[src/rtl/serial_frame_pkg.sv]
// Shared types and constants for the serial frame receiver.
package serial_frame_pkg;

    typedef enum logic [2:0] {
        StWaitIdle,
        StIdle,
        StData,
        StParity,
        StStop
    } rx_state_t;

    localparam logic        START_BIT  = 1'b0;
    localparam logic        IDLE_BIT   = 1'b1;
    localparam int unsigned FRAME_BITS = 11;

    // Parity bit that makes the total count of ones even.
    function automatic logic even_par(input logic [7:0] data);
        return ^data;
    endfunction

endpackage

[src/rtl/serial_frame_rx.sv]
// Serial frame receiver: start bit, LSB-first data, even parity, stop bit; one bit per clock.
// Parity comparison is enabled by defining SERIAL_RX_PARITY_CHECK_EN; otherwise parity_err is 0.
module serial_frame_rx
    import serial_frame_pkg::*;
#(
    parameter int unsigned DATA_W = 8
) (
    input  logic              clk,
    input  logic              start,
    input  logic              incoming,
    output logic [DATA_W-1:0] data_out,
    output logic              rx_valid,
    output logic              parity_err,
    output logic              frame_err,
    output logic              busy
);

    localparam int unsigned    CntW     = $clog2(DATA_W);
    localparam logic [CntW-1:0] CntLast = CntW'(DATA_W - 1);

    rx_state_t         state_q;
    logic [DATA_W-1:0] shift_q;
    logic [CntW-1:0]   cnt_q;
    logic [DATA_W-1:0] data_q;
    logic              valid_q;
    logic              ferr_q;
    logic              busy_q;
`ifdef SERIAL_RX_PARITY_CHECK_EN
    logic              par_q;
    logic              perr_q;
`endif

    always_ff @(posedge clk) begin
        if (start) begin
            state_q <= StWaitIdle;
            shift_q <= '0;
            cnt_q   <= '0;
            data_q  <= '0;
            valid_q <= 1'b0;
            ferr_q  <= 1'b0;
            busy_q  <= 1'b0;
`ifdef SERIAL_RX_PARITY_CHECK_EN
            par_q   <= 1'b0;
            perr_q  <= 1'b0;
`endif
        end else begin
            valid_q <= 1'b0;
            ferr_q  <= 1'b0;
            unique case (state_q)
                // A line stuck low must return high before a start bit is accepted.
                StWaitIdle: begin
                    if (incoming == IDLE_BIT) state_q <= StIdle;
                end
                StIdle: begin
                    if (incoming == START_BIT) begin
                        cnt_q   <= '0;
                        busy_q  <= 1'b1;
                        state_q <= StData;
                    end
                end
                StData: begin
                    shift_q <= {incoming, shift_q[DATA_W-1:1]};
                    cnt_q   <= cnt_q + CntW'(1);
                    if (cnt_q == CntLast) state_q <= StParity;
                end
                StParity: begin
`ifdef SERIAL_RX_PARITY_CHECK_EN
                    par_q   <= incoming;
`endif
                    state_q <= StStop;
                end
                StStop: begin
                    busy_q <= 1'b0;
                    if (incoming == IDLE_BIT) begin
                        data_q  <= shift_q;
                        valid_q <= 1'b1;
`ifdef SERIAL_RX_PARITY_CHECK_EN
                        perr_q  <= even_par(shift_q) ^ par_q;
`endif
                        state_q <= StIdle;
                    end else begin
                        ferr_q  <= 1'b1;
                        state_q <= StWaitIdle;
                    end
                end
                default: state_q <= StWaitIdle;
            endcase
        end
    end

    assign data_out  = data_q;
    assign rx_valid  = valid_q;
    assign frame_err = ferr_q;
    assign busy      = busy_q;
`ifdef SERIAL_RX_PARITY_CHECK_EN
    assign parity_err = perr_q;
`else
    assign parity_err = 1'b0;
`endif

endmodule

[config.mk]
export PLATFORM = sky130hd
export DESIGN_NAME = serial_frame_rx
export DESIGN_NICKNAME = d
export VERILOG_FILES = /design/src/rtl/serial_frame_pkg.sv /design/src/rtl/serial_frame_rx.sv
export SDC_FILE = /design/constraint.sdc
export NUM_CORES = 1
export LEC_CHECK = 0
export CAP_MARGIN = 10
export CORE_ASPECT_RATIO = 1.2
export CORE_MARGIN = 3
export CORE_UTILIZATION = 54
export CTS_CLUSTER_DIAMETER = 80
export DETAILED_ROUTE_END_ITERATION = 6
export GPL_ROUTABILITY_DRIVEN = 0
export PLACE_DENSITY = 0.87
export SYNTH_ARGS = -nofsm -noshare
export SYNTH_HDL_FRONTEND = slang
export SYNTH_SLANG_ARGS = --single-unit
[constraint.sdc]
create_clock -name clk -period 3.3 [get_ports clk]
set_input_delay 0.66 -clock clk [delete_from_list [all_inputs] [get_ports clk]]
set_output_delay 0.66 -clock clk [all_outputs]
set_load 0.02 [all_outputs]
# Word level (Yosys, flattened, before mapping)
# Index checks and enable logic that the tools add are counted.
# op_classes
muxes	11
magnitude_cmp	0
bitwise_logic	1
reduce_logical	8
n_eq_ne	8
n_mul	0
n_div	0
add_sub_neg	1
n_shift	0
# ops
op	n
case mux 3 bit (5 select lines)	1
two-way mux 3 bit	4
equality test 3 x 2 -> 1 bit, second input constant	2
equality test 3 bit, second input constant	2
!= test 2 bit, second input constant	3
case mux 3 bit (2 select lines)	1
AND reduction 2 bit	3
two-way mux 1 bit	4
nonzero test 2 bit	2
adder 3 x 1 -> 3 bit, second input constant	1
equality test 3 x 1 -> 1 bit, second input constant	1
logical NOT 3 bit	1
AND reduction 3 bit	1
case mux 1 bit (2 select lines)	1
OR reduction 2 bit	1
inverter 1 bit	1
# totals
latchBits	0
ram_bits	0
inputBits	3
wordCells	36
memories	0
output_inout_bits	12
mem_bits_ro	0
ff_bits	25

# Depth between registers and ports, before layout
# logic_depth
word_depth	3
ltp_mapped	5
ltp_nobuf	4

# Worst setup path after synthesis
# OpenSTA, ideal clock, no wires.
# synth_timing
kind	input -> register
from	input incoming
to	register cnt_q[2]
n_path_buf	0
arrival_ns	1.363
stages	3
slack_ns	1.803
required_ns	3.166
setup_ns	0.134
cell_sequence	or4b_4 > nand3_1 > a21oi_1
# synth_between
elab_chain_len	2
# synth_lines
item	line_no	text
start: declaration	serial_frame_rx.sv:10	input logic incoming,
!= test 2 bit (no line)	-	
AND reduction 2 bit (no line)	-	
end signal: assignment	serial_frame_rx.sv:63	cnt_q <= cnt_q + CntW'(1);
end: declaration	serial_frame_rx.sv:23	logic [CntW-1:0] cnt_q;
# No other way between the ends.
# A chain may end at the register's enable or synchronous reset.

# Worst setup path in the final report
# layout_timing
from	register data_q[2], in the netlist data_out[2]
to	output data_out[2]
# layout_rtl
item	line_no	text
start: declaration	serial_frame_rx.sv:24	logic [DATA_W-1:0] data_q;
start signal: assignment	serial_frame_rx.sv:75	data_q <= shift_q;
end: declaration	serial_frame_rx.sv:11	output logic [DATA_W-1:0] data_out,
# No word-level cell between the ends.

==> flow_summary.ini <==
[timing]
grt_setup_unrepaired = no
relSlewSlack = 0.4246
slew_viol_final = 0
tns_ns = 0
setup_violations = 0
min_period_ns = 1.921
fmax_mhz = 520.6
hold_viol = 0
final.period_utilization = 0.5821
fin_skew_ns = 0.001436
worst_slew_pin_slew_ns = 0.8605

[job]
maxCapViolations = 0

[critical_path]
cpPeakStageDelay_ns = 0.60
cp_max_fo = 2
timing.rr.end = cnt_q[0]
reg2reg_slack_ns = 1.85
crit_buf_inv = 1
worstSetupEndpointType = output port
critPathArrivalTime_ns = 1.26
startpoint_type = flop
reg2reg_depth = 3
crit_type = reg2out
cpMaxStageDelayCell = clkdlybuf4s50_1
r2r_start = state_q[1]
cp_top_family = buffers and inverters
required_ns = 2.64
path_cells = clkdlybuf4s50_1

[finish]
design_area_um2 = 1081
drive_gt1_frac = 0.07563
num_antenna_cells = 0
area_growth_pct = 12.79
final_nets = 125

[power_and_ir_drop]
p_sw_mw = 0.1003
cellInternalPower_mw = 0.3620
ir_drop_v = 0.0002143
leakagePower_nw = 0.3653
power-per-cell-area_nw_per_um2 = 427.6
p_sw_frac = 0.2169
p_seq_frac = 0.668
power_frac_comb = 0.053
clockPowerShare = 0.279

[clock_network]
path_clk_slew_ns = 0.12
post_cts_resized = 0
clk_latency_ns = 0.31
clock-sinks = 25
cts-buffers-inserted = 3
htree_levels = 1
cts_hold_buf = 0
clock-root-buffer = clkbuf_4
clock_path_buffers = 2
tritoncts = yes
post_cts_buffers = 0

[synthesis]
yosys-top-cells-area = dfxtp_1 (52%), nand2_1 (14%), a21oi_1 (9.9%)
synth_cells = 111
yosys.area.top_type = dfxtp_1
synthArstFlopShare = 0
synth.yosys.seq_area_share = 0.5222
syn-cell-area_um2 = 958.4
synth_top_area_frac = 0.5222
yosysUniqueCellTypes = 23
ys.flop_type = dfxtp_1
yosysWarnings = 0
synth_nets = 116
synth.avg_cell_area_um2 = 8.634
yosysMostFrequentCell = nand2_1
synth_common_cells = nand2_1 (37), dfxtp_1 (25), a21oi_1 (19)
synth_seq_cells = 25
synth-edff-count = 0

[route]
dr_total_vias = 707
top_layer = met4
wl_met3_um = 33
ant_nets = 0
firstDrtPassIters = 4
wl_met1_um = 729
drt-initial-drc-count = 11
wl_met2_um = 745
vias_per_cell = 5.161
drc_errors = 0
finalWirelength_um = 1540
wire_per_inst_um = 11.24

[place]
port_buffers = 13
place_hpwl_um = 1087
placed_area_um2 = 1055

[global_routing]
grt_pass1_wl_um = 2546
grt_pass1_vias = 594
grt_overflow = 0
grt_max_degree = 26
grt_use_total = 0.1523
antenna_found_initial = 0

[floorplan]
io_pins = 15
die_w_um = 44.46
initial_core_util = 0.5768
num_rows = 16
die-area_um2 = 2319
chipHeight_um = 52.15
coreArea_um2 = 1662

[outcome]
outcome = finished clean

[worst_hold_path]
hp-class = reg2reg
whs_path_depth = 2
hp-start = data_out[3]
min_delay_worst_endpoint = data_out[3]
[flip-flops by register name, indices dropped and copies added (netlist names)]
register and count:
frame_err 1, busy 1, data_out 8, state_q 3
rx_valid 1, shift_q 8, cnt_q 3
[placed cells by master (no fill, tap or decap), types with 2 or more instances in the layout]
master	instances
clkbuf_4	3
dfxtp_1	25
clkdlybuf4s50_1	13
a21oi_1	19
ha_1	2
nor2_1	4
nand2_1	37
nand3_1	2
[metal layers]
layer | GRT usage | up-vias
met4 | 0.09045 | 0
met5 | 0 | -
met3 | 0.03114 | 4
met2 | 0.2440 | 7
met1 | 0.1832 | 313
li1 | - | 383
[power by group through the flow]
stage          clock, mW  combinational, mW  sequential [mW]
5_1_grt            0.145             0.0268            0.310
2_1_floorplan          0             0.0197            0.315
3_3_place_gp           0             0.0240            0.315
4_1_cts            0.134             0.0244            0.309
6_report           0.129             0.0243            0.309
3_5_place_dp           0             0.0243            0.316
[through the flow]
step                utilization  cells  worst slack [ns]  total power [mW]  hold WS [ns]
finish                   0.6506    137             1.379            0.4623        0.4614
global route             0.6506    137             1.324            0.4821        0.4814
CTS                      0.6506    137             1.358            0.4668        0.4628
detailed placement       0.6348    133             1.187            0.3399        0.4453
global placement         0.6348    133             1.233            0.3392        0.4411
floorplan                     -    111             1.803            0.3350        0.4321
[how the worst max path moves through the flow]
stage	startpoint	to	slack [ns]	cells past startpoint
after floorplan	incoming	cnt_q[2]	1.80	3
after global placement	incoming	cnt_q[1]	1.23	4
after detailed placement	incoming	cnt_q[2]	1.19	4
after CTS	data_out[2]	data_out[2]	1.36	1
after global routing	data_out[0]	data_out[0]	1.32	1
final	data_out[2]	data_out[2]	1.38	1
[tightest hold or removal path: stages, from the launching register on]
cell	delay, ns
dfxtp_1	0.33
nand2_1	0.05
a21oi_1	0.05
[cell families after synthesis]
family          count (synthesis)  share of synthesized area
simple gates                   50                     0.2493
compound gates                 23                     0.1358
buf+inv                        10                    0.06266
other cells                     1                   0.003913
fa+ha+maj                       2                    0.02611
flops                          25                     0.5222
[layout make-up]
class                           count  area [um2]
Sequential cell                    25       500.5
Clock buffer                        4       26.28
Inverter                            1       3.754
Timing Repair Buffer               13       130.1
Tap cell                           18       22.52
Fill cell                         146       580.6
Multi-Input combinational cell     76       397.9
Note: power is estimated with default switching activity, not from simulation.
